$ cat src/rtl/reset_sequencer_pkg.sv
// Shared types and constants for the reset sequencer.
// Optional feature macro: RESET_SEQUENCER_WDT_EN (watchdog-triggered sequences).
package reset_sequencer_pkg;

  // Sequencer FSM states
  typedef enum logic [1:0] {
    HOLD    = 2'd0,
    RELEASE = 2'd1,
    IDLE    = 2'd2
  } seqState_e;

  // Last-reset cause encodings reported on the cause output
  localparam logic [1:0] CAUSE_POR = 2'b00;
  localparam logic [1:0] CAUSE_SW  = 2'b01;
  localparam logic [1:0] CAUSE_WDT = 2'b10;

  // Larger of two integers, used to size the shared interval counter
  function automatic int maxOf(input int a, input int b);
    return (a > b) ? a : b;
  endfunction

endpackage

$ cat src/rtl/reset_sequencer_cnt.sv
// Loadable down-counter with a zero flag, used for both the hold interval
// and the gap between stage releases.
// Loading an interval of length L stores L-1, so the zero flag is seen on
// the L-th edge after the load edge. The count saturates at zero.
module reset_sequencer_cnt #(
  parameter int               WIDTH     = 5,
  parameter logic [WIDTH-1:0] RESET_VAL = '0
) (
  input  logic             clk,
  input  logic             rst_n,
  input  logic             load_i,
  input  logic [WIDTH-1:0] loadVal_i,
  input  logic             dec_i,
  output logic             zero_o
);

  logic [WIDTH-1:0] cnt_q;
  logic [WIDTH-1:0] cnt_d;

  // Next count: a load wins over a decrement, and a zero count stays put
  always_comb begin
    cnt_d = cnt_q;
    if (load_i) begin
      cnt_d = loadVal_i - WIDTH'(1);
    end else if (dec_i && (cnt_q != '0)) begin
      cnt_d = cnt_q - WIDTH'(1);
    end
  end

  // Count register, reset to the full hold length
  always_ff @(posedge clk) begin
    if (!rst_n) begin
      cnt_q <= RESET_VAL;
    end else begin
      cnt_q <= cnt_d;
    end
  end

  assign zero_o = (cnt_q == '0);

endmodule

$ cat src/rtl/reset_sequencer.sv
// Reset sequencer: holds all downstream resets asserted, then releases them
// one at a time in ascending order. Restarts on a software request or, when
// RESET_SEQUENCER_WDT_EN is defined, on a watchdog expiry.
module reset_sequencer
  import reset_sequencer_pkg::*;
#(
  parameter int NUM_OUT     = 4,
  parameter int HOLD_CYCLES = 16,
  parameter int STAGE_GAP   = 4
) (
  input  logic               clk,
  input  logic               rst_n,
  input  logic               sw_rst_req,
  input  logic               wdt_expire,
  output logic [NUM_OUT-1:0] rst_out_n,
  output logic               busy,
  output logic               done,
  output logic [1:0]         cause
);

  localparam int             CW       = $clog2(maxOf(HOLD_CYCLES, STAGE_GAP)) + 1;
  localparam logic [CW-1:0]  HOLD_LEN = CW'(HOLD_CYCLES);
  localparam logic [CW-1:0]  GAP_LEN  = CW'(STAGE_GAP);

  seqState_e          state_q, state_d;
  logic [NUM_OUT-1:0] rstOutN_q, rstOutN_d;
  logic               busy_q, busy_d;
  logic               done_q, done_d;
  logic [1:0]         cause_q, cause_d;

  logic               cntLoad;
  logic [CW-1:0]      cntLoadVal;
  logic               cntDec;
  logic               cntZero;

  logic               wdtReq;
  logic               seqReq;
  logic [NUM_OUT-1:0] releaseNext;
  logic               doRestart;
  logic               doRelease;

`ifdef RESET_SEQUENCER_WDT_EN
  assign wdtReq = wdt_expire;
`else
  logic unusedWdt;
  assign unusedWdt = wdt_expire;
  assign wdtReq    = 1'b0;
`endif

  assign seqReq = sw_rst_req | wdtReq;

  // Releasing the next stage shifts a 1 in from bit 0, so bits only ever
  // release in ascending order
  assign releaseNext = (rstOutN_q << 1) | NUM_OUT'(1);

  reset_sequencer_cnt #(
    .WIDTH     (CW),
    .RESET_VAL (HOLD_LEN)
  ) u_cnt (
    .clk       (clk),
    .rst_n     (rst_n),
    .load_i    (cntLoad),
    .loadVal_i (cntLoadVal),
    .dec_i     (cntDec),
    .zero_o    (cntZero)
  );

  // Next-state and output decode; requests are ignored while holding
  always_comb begin
    state_d    = state_q;
    rstOutN_d  = rstOutN_q;
    busy_d     = busy_q;
    done_d     = 1'b0;
    cause_d    = cause_q;
    cntLoad    = 1'b0;
    cntLoadVal = HOLD_LEN;
    cntDec     = 1'b0;
    doRestart  = 1'b0;
    doRelease  = 1'b0;

    case (state_q)
      HOLD: begin
        if (cntZero) begin
          doRelease = 1'b1;
        end else begin
          cntDec = 1'b1;
        end
      end
      RELEASE: begin
        if (seqReq) begin
          doRestart = 1'b1;
        end else if (cntZero) begin
          doRelease = 1'b1;
        end else begin
          cntDec = 1'b1;
        end
      end
      IDLE: begin
        if (seqReq) begin
          doRestart = 1'b1;
        end
      end
      default: begin
        state_d = HOLD;
      end
    endcase

    if (doRestart) begin
      state_d    = HOLD;
      rstOutN_d  = '0;
      busy_d     = 1'b1;
      cause_d    = wdtReq ? CAUSE_WDT : CAUSE_SW;
      cntLoad    = 1'b1;
      cntLoadVal = HOLD_LEN;
    end else if (doRelease) begin
      rstOutN_d = releaseNext;
      if (&releaseNext) begin
        state_d = IDLE;
        busy_d  = 1'b0;
        done_d  = 1'b1;
      end else begin
        state_d    = RELEASE;
        cntLoad    = 1'b1;
        cntLoadVal = GAP_LEN;
      end
    end
  end

  // State and output registers; every output comes straight from a flop
  always_ff @(posedge clk) begin
    if (!rst_n) begin
      state_q   <= HOLD;
      rstOutN_q <= '0;
      busy_q    <= 1'b1;
      done_q    <= 1'b0;
      cause_q   <= CAUSE_POR;
    end else begin
      state_q   <= state_d;
      rstOutN_q <= rstOutN_d;
      busy_q    <= busy_d;
      done_q    <= done_d;
      cause_q   <= cause_d;
    end
  end

  assign rst_out_n = rstOutN_q;
  assign busy      = busy_q;
  assign done      = done_q;
  assign cause     = cause_q;

endmodule

$ cat config.mk
export PLATFORM = sky130hd
export DESIGN_NAME = reset_sequencer
export DESIGN_NICKNAME = d
export VERILOG_FILES = /design/src/rtl/reset_sequencer_pkg.sv /design/src/rtl/reset_sequencer_cnt.sv /design/src/rtl/reset_sequencer.sv
export SDC_FILE = /design/constraint.sdc
export NUM_CORES = 1
export LEC_CHECK = 0
export BUFFER_PORTS_ARGS = -buffer_cell sky130_fd_sc_hd__buf_2
export CAP_MARGIN = 20
export CORE_MARGIN = 3
export CORE_UTILIZATION = 52
export DETAILED_ROUTE_END_ITERATION = 8
export GPL_TIMING_DRIVEN = 0
export PLACE_DENSITY = 0.79
export SYNTH_ARGS = -nofsm -noshare
export SYNTH_HDL_FRONTEND = slang
export SYNTH_SLANG_ARGS = --single-unit
$ cat constraint.sdc
create_clock -name clk -period 2.7 [get_ports clk]
set_input_delay 0 -clock clk [delete_from_list [all_inputs] [get_ports clk]]
set_output_delay 0 -clock clk [all_outputs]
set_load 0.1 [all_outputs]
==> out/qor.txt <==
Max Cap Viol -> 0
worst hold path class -> primary input to flop
element type at the critical path end -> flop
outcome -> finished, final reports clean
Synth cell types -> 34
fin util -> 68.25%
#FFs+latches synth -> 14
Antenna Cells -> 0
vias -> 572
synthesized net count -> 83
area grow syn2layout -> 15.54%
EDFF count, synth -> 0
share of cells above drive strength 1 -> 21.11%
FF-to-FF End -> u_cnt.cnt_q[4]$_SDFFE_PN1P_
cell taking the most area after synthesis -> dfxtp_1
number of vias per cell -> 5.500
core area -> 0.001186 mm^2
RSZ-0062 raised after global routing -> no
vias in the first global route -> 562
crit-path max FO -> 8
Slowest cell on crit path -> or4_1
GRT overflow -> 0
Clock Latency Late Sink -> 0.28 ns
Tcrit/Tclk final -> 86.54%
DIE AREA -> 0.001824 mm^2
fillcell total -> 111
PwrDens -> 967.5 mW/mm^2
CTS Hold Buffers Added -> 1
Max Freq -> 428.0 MHz
leading cell type in the layout, fill and taps excluded -> dfxtp_1
TNS Setup -> 0 ns
Pwr Total -> 0.7832 mW
Setup Skew -> 0.002020 ns
synthesized area per cell -> 9.219 um^2
clk sinks -> 14
HPWL Detailed -> 1004 um
kind of critical path -> flop to flop
Die X -> 42.71 um
worst r2r path cells -> 9
WHS -> 0.2114 ns
post-CTS sizing -> 0
pin count of the biggest net entering global routing -> 9
Critical Path Sink -> u_cnt.cnt_q[4]$_SDFFE_PN1P_
clk slew on worst S/H paths -> 0.08 ns
Critical Path Start -> state_q[0]$_SDFFE_PP0P_
first-pass GRT wire length -> 2394 um
DR pass1 iterations -> 4
critical-path cell list -> inv_1 -> ha_1 -> nand2_1 -> nand2_1 -> ha_1 -> nor3b_1 -> o21ai_0 -> or4_1 -> o2111ai_1
gpl congestion -> 0.8213
initial DRC count -> 6
post-route setup slack -> 0.3634 ns
Root Buffer -> clkbuf_4
Cell Area, Synth -> 700.7 um^2
post-synthesis cell count -> 76
Clock Path Buffers -> 2
Antenna Nets Post-Route -> 0
Rows -> 12
most frequent cells in the layout -> dfxtp_1, buf_2, nor2_1
setup bufs post-CTS -> 0
CTS tree -> done
Worst path max stage delay -> 0.47 ns
WP data required -> 2.90 ns
gr usage total -> 17.00%
pre-CTS setup slack -> 0.4099 ns
input/output buffers -> 9
Seq/Total Area, Yosys -> 40.00%
CTS Buf Count -> 3
WL final -> 1350 um
Reg2Reg Setup Slack -> 0.36 ns
Worst R2R Start -> state_q[0]$_SDFFE_PP0P_
Final min period -> 2.337 ns
LEAKAGE -> 0.3646 nW
antenna violations before repair -> 0
Area contributors post-synth -> dfxtp_1, mux2i_1, ha_1, nor2_1, nand2_1
max-slew violations -> 0
Residual DRC -> 0
IO Pins -> 12
Die Ht -> 42.71 um
Post-synth top flop -> dfxtp_1
Async SR Flop Fraction -> 0%
Setup Viol. Count Final -> 0
CTS HTree Levels -> 1
final hold violations -> 0
Worst EP arrival -> 2.54 ns
Worst IR Drop VDD -> 732.5 uV
area share of the largest cell type after synthesis -> 40.00%
drt wl/cell -> 12.98 um
crit start category -> flop
YS warnings -> 0
Final nets -> 98
Initial Util -> 59.07%
[state kept, by name, indices dropped and copies added (netlist names)]
name,flops
done,1
busy,1
u_cnt.cnt_q,5
cause,1
state_q,2
rst_out_n,4
[report_power, final]
| part | total [mW] | internal (mW) | switching [mW] |
|---|---|---|---|
| clock | 0.149 | 0.0820 | 0.0673 |
| sequential | 0.295 | 0.248 | 0.0477 |
| combinational | 0.339 | 0.132 | 0.207 |
| total | 0.783 | 0.461 | 0.322 |
[area by class of cell]
type / instances / area, um^2 / area share, %
Buffer: 1 / 7.507 / 0.9274
Clock buffer: 4 / 36.28 / 4.482
Inverter: 5 / 18.77 / 2.318
Multi-Input combinational cell: 56 / 394.1 / 48.69
Sequential cell: 14 / 280.3 / 34.62
Tap cell: 14 / 17.52 / 2.164
Timing Repair Buffer: 10 / 55.05 / 6.801
[kinds of logic after synthesis]
logic type               Yosys count  share of synthesized area [%]
AO/OA/AOI/OAI                     17                          19.82
flip-flops                        14                          40.00
buffers and inverters              6                          3.751
other                              1                         0.5352
adder cells (fa/ha/maj)            3                          5.358
AND/OR/NAND/NOR                   30                          23.40
multiplexers                       5                          7.143
[worst max-delay path, delay by kind of cell (launching register included)]
| family | cells | cell delay, ns |
|---|---|---|
| AND/OR/NAND/NOR | 4 | 1.00 |
| adder cells (fa/ha/maj) | 2 | 0.56 |
| flip-flops | 1 | 0.36 |
| AO/OA/AOI/OAI | 2 | 0.25 |
| buffers and inverters | 1 | 0.08 |
[layer usage]
| metal | part of all wire (%) | routed length [um] | GRT usage [%] | vias to the layer above |
|---|---|---|---|---|
| met1 | 49 | 655 | 20.47 | 260 |
| met2 | 47 | 634 | 29.94 | 11 |
| met4 | 0.89 | 12 | 3.727 | 0 |
| met3 | 3.5 | 47 | 4.237 | 2 |
| li1 | - | - | - | 299 |
| met5 | 0 | 0 | 0 | - |
[metrics by stage]
stage          cell area (um^2)  cells
6_report                  809.5    104
5_1_grt                   809.5    104
4_1_cts                   809.5    104
3_5_place_dp              763.2     99
3_3_place_gp              763.2     99
2_1_floorplan             700.7     76
[synth_stat cells, types with 2 or more instances]
cell type / count
mux2i_1: 5
nand3_1: 2
dfxtp_1: 14
a21oi_1: 2
o21ai_0: 2
nor3_1: 2
nor2_1: 8
o21a_1: 2
ha_1: 3
or3_1: 2
nand2_1: 6
inv_1: 5
o2111ai_1: 2
[worst min path at each step]
stage | to | start | slack (ns) | cells after the start
after floorplan | u_cnt.cnt_q[4]$_SDFFE_PN1P_ | rst_n | 0.08 | 1
final | cause[0]$_SDFFE_PN0P_ | sw_rst_req | 0.21 | 3
after CTS | cause[0]$_SDFFE_PN0P_ | sw_rst_req | 0.20 | 3
after global placement | u_cnt.cnt_q[4]$_SDFFE_PN1P_ | rst_n | 0.27 | 2
after detailed placement | u_cnt.cnt_q[4]$_SDFFE_PN1P_ | rst_n | 0.27 | 2
after global routing | cause[0]$_SDFFE_PN0P_ | sw_rst_req | 0.23 | 3
Note: power is estimated with default switching activity, not from simulation.
